--- config.mk ---
export PLATFORM = sky130hd
export DESIGN_NAME = sd_spi_card_responder
export DESIGN_NICKNAME = d
export VERILOG_FILES = /design/src/rtl/sd_spi_card_responder.sv
export SDC_FILE = /design/constraint.sdc
export NUM_CORES = 1
export LEC_CHECK = 0
export CAP_MARGIN = 20
export CORE_MARGIN = 2
export CORE_UTILIZATION = 53
export DETAILED_ROUTE_END_ITERATION = 7
export PLACE_DENSITY_LB_ADDON = 0.05
export SYNTH_ARGS = -nofsm -noshare
export SYNTH_HDL_FRONTEND = slang
export SYNTH_SLANG_ARGS = --single-unit
--- constraint.sdc ---
create_clock -name clk -period 2.6 [get_ports clk]
set_clock_uncertainty 0.05 [all_clocks]
set_input_delay 0.26 -clock clk [delete_from_list [all_inputs] [get_ports clk]]
set_output_delay 0.26 -clock clk [all_outputs]
set_load 0.01 [all_outputs]
--- src/rtl/sd_spi_card_responder.sv ---
// sd_spi_card_responder
// SPI-mode SD card emulator. Oversamples the host SPI bus on clk, decodes
// 6-byte commands, answers with R1/R3/R7, and streams one 512-byte block
// per CMD17 from an external byte-fetch port.
//
// Ports:
//   clk, rst_n           system clock (>= 8x spi_clk), async active-low reset
//   spi_clk, cs, mosi    host SPI bus (mode 0), asynchronous to clk
//   miso                 card data out, 1 when idle
//   rd_start, rd_sector  CMD17 accepted pulse and its block address
//   rd_byte_req/idx      fetch request for block byte idx
//   rd_byte              fetched byte, stable 2 clks after rd_byte_req
//   card_ready           set once ACMD41 has answered 0x00
//
// Build option: define SD_RESP_CRC7_CHECK_EN to check the command CRC7.
module sd_spi_card_responder #(
    parameter int unsigned ACMD41_BUSY_COUNT = 2,
    parameter logic [31:0] OCR_VALUE         = 32'hC0FF8000
) (
    input  logic        clk,
    input  logic        rst_n,
    input  logic        spi_clk,
    input  logic        cs,
    input  logic        mosi,
    output logic        miso,
    output logic        rd_start,
    output logic [31:0] rd_sector,
    output logic        rd_byte_req,
    output logic [8:0]  rd_byte_idx,
    input  logic [7:0]  rd_byte,
    output logic        card_ready
);

    localparam logic [2:0] ST_HUNT     = 3'd0;
    localparam logic [2:0] ST_CMD_RX   = 3'd1;
    localparam logic [2:0] ST_NCR      = 3'd2;
    localparam logic [2:0] ST_RESP     = 3'd3;
    localparam logic [2:0] ST_DATA_GAP = 3'd4;
    localparam logic [2:0] ST_TOKEN    = 3'd5;
    localparam logic [2:0] ST_DATA     = 3'd6;
    localparam logic [2:0] ST_CRC      = 3'd7;

    logic [1:0]  r_sclk_s, r_cs_s, r_mosi_s;
    logic        r_sclk_d;
    logic [2:0]  r_bitcnt;
    logic [6:0]  r_rx;
    logic [7:0]  r_tx;
    logic        r_miso;
    logic [2:0]  r_state;
    logic [8:0]  r_cnt;
    logic [5:0]  r_cmd;
    logic [31:0] r_arg;
    logic [7:0]  r_r1;
    logic [31:0] r_resp;
    logic        r_ext;
    logic        r_data_cmd;
    logic        r_idle, r_app, r_ready;
    logic [7:0]  r_acnt;
    logic        r_rd_start, r_req;
    logic [31:0] r_sector;
    logic [8:0]  r_idx;
`ifdef SD_RESP_CRC7_CHECK_EN
    logic [6:0]  r_crc;
`endif

    logic        w_cs, w_rise, w_fall, w_done;
    logic [7:0]  w_byte;
    logic        w_crc_bad, w_ill, w_has_ext, w_rd_go;
    logic        w_idle_n, w_app_n, w_ready_n;
    logic [7:0]  w_acnt_n, w_r1;
    logic [31:0] w_ext;

    assign w_cs   = r_cs_s[1];
    assign w_rise = ~w_cs &  r_sclk_s[1] & ~r_sclk_d;
    assign w_fall = ~w_cs & ~r_sclk_s[1] &  r_sclk_d;
    assign w_byte = {r_rx, r_mosi_s[1]};
    assign w_done = w_rise & (r_bitcnt == 3'd7);

`ifdef SD_RESP_CRC7_CHECK_EN
    function automatic logic [6:0] f_crc7(input logic [6:0] crc, input logic [7:0] data);
        logic [6:0] c;
        logic [7:0] d;
        logic       fb;
        c = crc;
        d = data;
        for (int unsigned i = 0; i < 8; i++) begin
            fb = c[6] ^ d[7];
            c  = {c[5:0], 1'b0};
            d  = {d[6:0], 1'b0};
            if (fb) c = c ^ 7'h09;
        end
        return c;
    endfunction
    assign w_crc_bad = (w_byte[7:1] != r_crc);
`else
    assign w_crc_bad = 1'b0;
`endif

    // Command decode; only consumed on the last command byte.
    always_comb begin
        w_idle_n  = r_idle;
        w_app_n   = 1'b0;
        w_acnt_n  = r_acnt;
        w_ready_n = r_ready;
        w_ill     = 1'b0;
        w_has_ext = 1'b0;
        w_ext     = '0;
        w_rd_go   = 1'b0;
        if (!w_crc_bad) begin
            case (r_cmd)
                6'd0: begin
                    w_idle_n  = 1'b1;
                    w_ready_n = 1'b0;
                    w_acnt_n  = '0;
                end
                6'd8: begin
                    w_has_ext = 1'b1;
                    w_ext     = {16'h0000, 4'h0, r_arg[11:0]};
                end
                6'd55: w_app_n = 1'b1;
                6'd41: begin
                    if (!r_app) begin
                        w_ill = 1'b1;
                    end else if (32'(r_acnt) < ACMD41_BUSY_COUNT) begin
                        w_acnt_n = r_acnt + 8'd1;
                    end else begin
                        w_idle_n  = 1'b0;
                        w_ready_n = 1'b1;
                    end
                end
                6'd58: begin
                    w_has_ext = 1'b1;
                    w_ext     = OCR_VALUE;
                end
                6'd17: begin
                    if (r_idle) w_ill = 1'b1;
                    else        w_rd_go = 1'b1;
                end
                default: w_ill = 1'b1;
            endcase
        end
        w_r1 = {4'b0000, w_crc_bad, w_ill, 1'b0, w_idle_n};
    end

    always_ff @(posedge clk or negedge rst_n) begin
        if (!rst_n) begin
            r_sclk_s   <= 2'b00;
            r_cs_s     <= 2'b11;
            r_mosi_s   <= 2'b11;
            r_sclk_d   <= 1'b0;
            r_bitcnt   <= '0;
            r_rx       <= '0;
            r_tx       <= '1;
            r_miso     <= 1'b1;
            r_state    <= ST_HUNT;
            r_cnt      <= '0;
            r_cmd      <= '0;
            r_arg      <= '0;
            r_r1       <= '1;
            r_resp     <= '0;
            r_ext      <= 1'b0;
            r_data_cmd <= 1'b0;
            r_idle     <= 1'b1;
            r_app      <= 1'b0;
            r_ready    <= 1'b0;
            r_acnt     <= '0;
            r_rd_start <= 1'b0;
            r_req      <= 1'b0;
            r_sector   <= '0;
            r_idx      <= '0;
`ifdef SD_RESP_CRC7_CHECK_EN
            r_crc      <= '0;
`endif
        end else begin
            r_sclk_s   <= {r_sclk_s[0], spi_clk};
            r_cs_s     <= {r_cs_s[0], cs};
            r_mosi_s   <= {r_mosi_s[0], mosi};
            r_sclk_d   <= r_sclk_s[1];
            r_rd_start <= 1'b0;
            r_req      <= 1'b0;
            if (w_cs) begin
                // Deselect aborts any transaction; card status is retained.
                r_bitcnt <= '0;
                r_state  <= ST_HUNT;
                r_tx     <= '1;
                r_miso   <= 1'b1;
            end else begin
                if (w_fall) begin
                    r_miso <= r_tx[7];
                    r_tx   <= {r_tx[6:0], 1'b1};
                end
                if (w_rise) begin
                    r_bitcnt <= r_bitcnt + 3'd1;
                    r_rx     <= {r_rx[5:0], r_mosi_s[1]};
                end
                if (w_done) begin
                    r_tx <= '1;
                    case (r_state)
                        ST_HUNT: begin
                            if (w_byte[7:6] == 2'b01) begin
                                r_cmd   <= w_byte[5:0];
                                r_cnt   <= '0;
                                r_state <= ST_CMD_RX;
`ifdef SD_RESP_CRC7_CHECK_EN
                                r_crc   <= f_crc7(7'h00, w_byte);
`endif
                            end
                        end
                        ST_CMD_RX: begin
                            if (r_cnt == 9'd4) begin
                                r_idle     <= w_idle_n;
                                r_app      <= w_app_n;
                                r_acnt     <= w_acnt_n;
                                r_ready    <= w_ready_n;
                                r_r1       <= w_r1;
                                r_resp     <= w_ext;
                                r_ext      <= w_has_ext;
                                r_data_cmd <= w_rd_go;
                                if (w_rd_go) begin
                                    r_sector   <= r_arg;
                                    r_rd_start <= 1'b1;
                                end
                                r_state <= ST_NCR;
                            end else begin
                                r_arg <= {r_arg[23:0], w_byte};
                                r_cnt <= r_cnt + 9'd1;
`ifdef SD_RESP_CRC7_CHECK_EN
                                r_crc <= f_crc7(r_crc, w_byte);
`endif
                            end
                        end
                        ST_NCR: begin
                            r_tx    <= r_r1;
                            r_cnt   <= r_ext ? 9'd4 : 9'd0;
                            r_state <= ST_RESP;
                        end
                        ST_RESP: begin
                            if (r_cnt != 9'd0) begin
                                r_tx   <= r_resp[31:24];
                                r_resp <= {r_resp[23:0], 8'h00};
                                r_cnt  <= r_cnt - 9'd1;
                            end else begin
                                r_state <= r_data_cmd ? ST_DATA_GAP : ST_HUNT;
                            end
                        end
                        ST_DATA_GAP: begin
                            r_tx    <= 8'hFE;
                            r_req   <= 1'b1;
                            r_idx   <= 9'd0;
                            r_state <= ST_TOKEN;
                        end
                        ST_TOKEN: begin
                            r_tx    <= rd_byte;
                            r_req   <= 1'b1;
                            r_idx   <= 9'd1;
                            r_cnt   <= '0;
                            r_state <= ST_DATA;
                        end
                        ST_DATA: begin
                            // r_cnt is the index of the byte now on the wire;
                            // fetch runs one byte ahead of the load.
                            if (r_cnt == 9'd511) begin
                                r_cnt   <= '0;
                                r_state <= ST_CRC;
                            end else begin
                                r_tx  <= rd_byte;
                                r_cnt <= r_cnt + 9'd1;
                                if (r_cnt != 9'd510) begin
                                    r_req <= 1'b1;
                                    r_idx <= r_cnt + 9'd2;
                                end
                            end
                        end
                        default: begin
                            if (r_cnt == 9'd0) r_cnt <= 9'd1;
                            else               r_state <= ST_HUNT;
                        end
                    endcase
                end
            end
        end
    end

    assign miso        = r_miso;
    assign rd_start    = r_rd_start;
    assign rd_sector   = r_sector;
    assign rd_byte_req = r_req;
    assign rd_byte_idx = r_idx;
    assign card_ready  = r_ready;

endmodule
==> impl_metrics.tcl <==
set metrics [dict create \
    outcome "finished clean" \
    final_cells 934 \
    critPathLaunchType "flip-flop" \
    clk_pin_slew_worst_paths_ps 70 \
    area_growth_pct 21.5 \
    antenna_cells 0 \
    h-tree-depth 4 \
    p_seq_share_pct 51.5 \
    critPathArrivalTime_ps 2780 \
    netlist.area_leader.share_pct 49.5 \
    internal_power_mw 4.00 \
    sw_frac_of_total_pct 24.2 \
    cts_tree "done" \
    yosysTopAreaCell "dfrtp_1" \
    worst_path_max_delay_cell "dfrtp_1" \
    synth_ff_type "dfrtp_1" \
    initial_core_util_pct 54.4 \
    numClockSinks 166 \
    drt-total-wl_mm 16.8 \
    power.density_mw_per_mm2 573 \
    hp-class "input pin to flip-flop" \
    cts_setup_buffers 0 \
    drc 0 \
    critPathMaxStageDelay_ps 370 \
    core_area_mm2 0.0139 \
    p_total_mw 5.28 \
    grt_pass1_vias 5519 \
    rsz0062_at_grt "true" \
    post_drt_wl_per_cell_um 18.0 \
    fmax_ghz 0.400 \
    p_leak_nw 4.21 \
    clkPwrFrac_pct 45.2 \
    ys_seq_area_share_pct 55.0 \
    required_ps 2880 \
    period_needed_ps 2500 \
    place_congestion 0.842 \
    root_buffer "clkbuf_16" \
    endpoint_kind "flip-flop" \
    vias 5470 \
    nNetsFinal 765 \
    grt_max_degree 63 \
    syn_nets 674 \
    syn_inst 650 \
    grt_pass1_wl_mm 28.2 \
    p_comb_share_pct 3.3 \
    ioPinCount 58 \
    io_buffers 57 \
    irDropWorstVdd_v 0.000579 \
    dr.pass1.iters 5 \
    synth-seq-cells 166 \
    die_w_um 124 \
    antenna_found_initial 0 \
    switchingPower_mw 1.28 \
    worst_pin_slew_ps 768 \
    fp.dieH_um 124 \
    post-route-util_pct 66.1 \
    fillCellCount 1094 \
    final_area_mm2 0.00921 \
    final-hold-violation-count 0 \
    drt-vias-per-instance 5.86 \
    synth_edf_count 0 \
    drt_iter0_drc 392 \
    row_count 43 \
    maxSlewViolCount 0 \
    slew-limit-headroom_pct 48.6 \
    synth_area_per_cell_um2 11.7 \
    holdPathStages 1 \
    syn_area_mm2 0.00759 \
    dieArea_mm2 0.0153 \
    synth-async-reset-ratio_pct 100 \
    dp.cells 900 \
    maxCapViolCount 0 \
    tritoncts.num_buffers 17 \
    crit_fanout 19 \
    post_dp_cell_area_mm2 0.00861 \
    layout-drive-gt1-share_pct 25.2 \
    crit_type "flip-flop to flip-flop" \
    ys_warn_count 0 \
    clockBufferDepth 2 \
    place.detailed.hpwl_mm 11.9 \
    synth.distinct_cells 69 \
    grt-ovfl-total 0 \
    grtUsageTotal_pct 24.1 \
    setup_violations 0 \
    min_period_over_period_pct 96.1 \
    worstPathCellList "buf_4 -> ha_1 -> and3_1 -> ha_1 -> buf_4 -> or2_2 -> a41oi_1 -> o21ai_1 -> buf_4 -> o31ai_1" \
    yosys-top-cells-area "dfrtp_1 (49%), mux2_2 (8.5%), dfstp_2 (5.5%)" \
    worstSkewPairLatency_ps 430 \
    postRouteAntennaNets 0 \
    rr_worst_depth 10 \
    cpMostUsedCell "buf_4" \
]
==> cell families (layout without fill, tap and decap cells) <==
family                   Yosys count  after routing  share of synthesized area, %
multiplexers                      78             78                          12.6
AND/OR/NAND/NOR                  172            172                          11.7
buffers and inverters             48            152                          3.12
adder cells (fa/ha/maj)           12             12                          1.95
XOR/XNOR                          10             10                          1.15
AO/OA/AOI/OAI                    164            164                          14.5
flip-flops                       166            166                          55.0
==> worst paths after layout <==
kind | start | end | slack, ps
worst min-delay path | mosi | r_mosi_s[0]$_DFF_PN1_ | 190
worst max-delay path | r_cnt[0]$_DFFE_PN0P_ | rd_byte_idx[6]$_DFFE_PN0P_ | 100
max in group asynchronous | rst_n | r_mosi_s[1]$_DFF_PN1_ | 1380
min in group asynchronous | rst_n | rd_byte_idx[4]$_DFFE_PN0P_ | 330
worst min register to register | r_sclk_s[0]$_DFF_PN0_ | r_sclk_s[1]$_DFF_PN0_ | 300
worst max register to register | r_cnt[0]$_DFFE_PN0P_ | rd_byte_idx[6]$_DFFE_PN0P_ | 100
==> per-layer routing <==
| layer | vias up | global-route usage, % | share of wire, % |
|---|---|---|---|
| li1 | 2542 | - | - |
| met1 | 2790 | 33.6 | 46 |
| met2 | 118 | 38.2 | 49 |
| met3 | 20 | 5.27 | 3.5 |
| met4 | 0 | 6.96 | 1.3 |
| met5 | - | 0 | 0 |
==> Yosys cell counts (5+ instances only) <==
master    number
dfrtp_1      150
mux2_2        57
nand2_1       57
a21oi_1       40
nor2_1        36
o21ai_0       33
mux2_4        20
clkbuf_1      19
a22o_1        18
dfstp_2       16
o31ai_1       15
nand3_1       13
nor2b_1       13
inv_1         12
ha_1          11
buf_2          9
nor3_1         7
a31oi_1        6
buf_6          6
nand2b_1       6
a21o_1         5
and3_1         5
nand3b_1       5
o21ai_1        5
xnor2_1        5
xor2_1         5
==> area by class of cell <==
class,instances,area (um^2),share of cell area [%]
clock inverters,14,134,1.45
flip-flops and latches,166,4170,45.3
clock buffers,18,429,4.66
inverters,12,45.0,0.489
multi-input cells,436,3200,34.8
repair buffers,108,1000,10.9
well taps,180,225,2.44
==> registers in the layout, summed over array words and instances, names as in the netlist, 3 cells and up, named ones only <==
register	cells
r_acnt	8
r_arg	32
r_bitcnt	3
r_cmd	6
r_cnt	9
r_resp	32
r_rx	7
r_state	3
r_tx	8
rd_byte_idx	9
rd_sector	32
==> timing repair <==
item | 4_1_cts | 5_1_grt
gates resized for setup | 0 | 5
hold buffers | 1 | 0
hold endpoints to repair | 49 | 0
endpoints found under the setup margin | 0 | 82
==> per-stage QoR <==
step                      setup WS (ps)  hold WS [ps]  TNS [ps]
final                               102           185         0
after CTS                          53.0           176         0
after global routing              -30.9           180      -137
after detailed placement           69.8           235         0
after global placement              115           239         0
after floorplan                    3.83         -85.6         0
==> worst max-delay path: cells and delay by family (launching register included) <==
family	cells	cell delay, ps
AOI/OAI and AO/OA	3	560
adders and majority gates	2	420
buffers and inverters	3	510
DFF	1	370
and+or+nand+nor	2	480
==> power by group through the flow <==
stage	clock network [mW]	registers, mW	logic, mW
4_1_cts	2.44	2.71	0.179
3_5_place_dp	0	2.76	0.177
6_report	2.39	2.72	0.174
3_3_place_gp	0	2.76	0.172
2_1_floorplan	0	2.74	0.0818
5_1_grt	2.56	2.73	0.198
==> cell usage in the layout, fill, tap and decap left out, types with 4 or more instances in the layout <==
cell             Yosys  final
buf_12               0      4
inv_1               12     12
o21ai_0             33     33
and3_1               5      5
a21o_1               5      5
nand3_1             13     13
nor2_1              36     34
nor3_1               7      7
nand2b_1             6      6
a32o_1               4      4
a22o_1              18     18
inv_6                0      5
nand2_1             57     57
buf_4                0     45
o21ai_1              5      5
o31ai_1             15     15
nand3b_1             5      5
mux2_2              57     57
nor2b_1             13     13
a221oi_1             4      4
mux2_4              20     20
nor4_1               4      4
a31oi_1              6      6
xnor2_1              5      5
o2bb2ai_1            4      4
dfrtp_1            150    150
dfstp_2             16     16
xor2_1               5      5
o22ai_1              4      4
ha_1                11     11
clkdlybuf4s50_1      0     56
clkbuf_16            0     17
a21oi_1             40     40
Power figures use the tool's default switching activity.
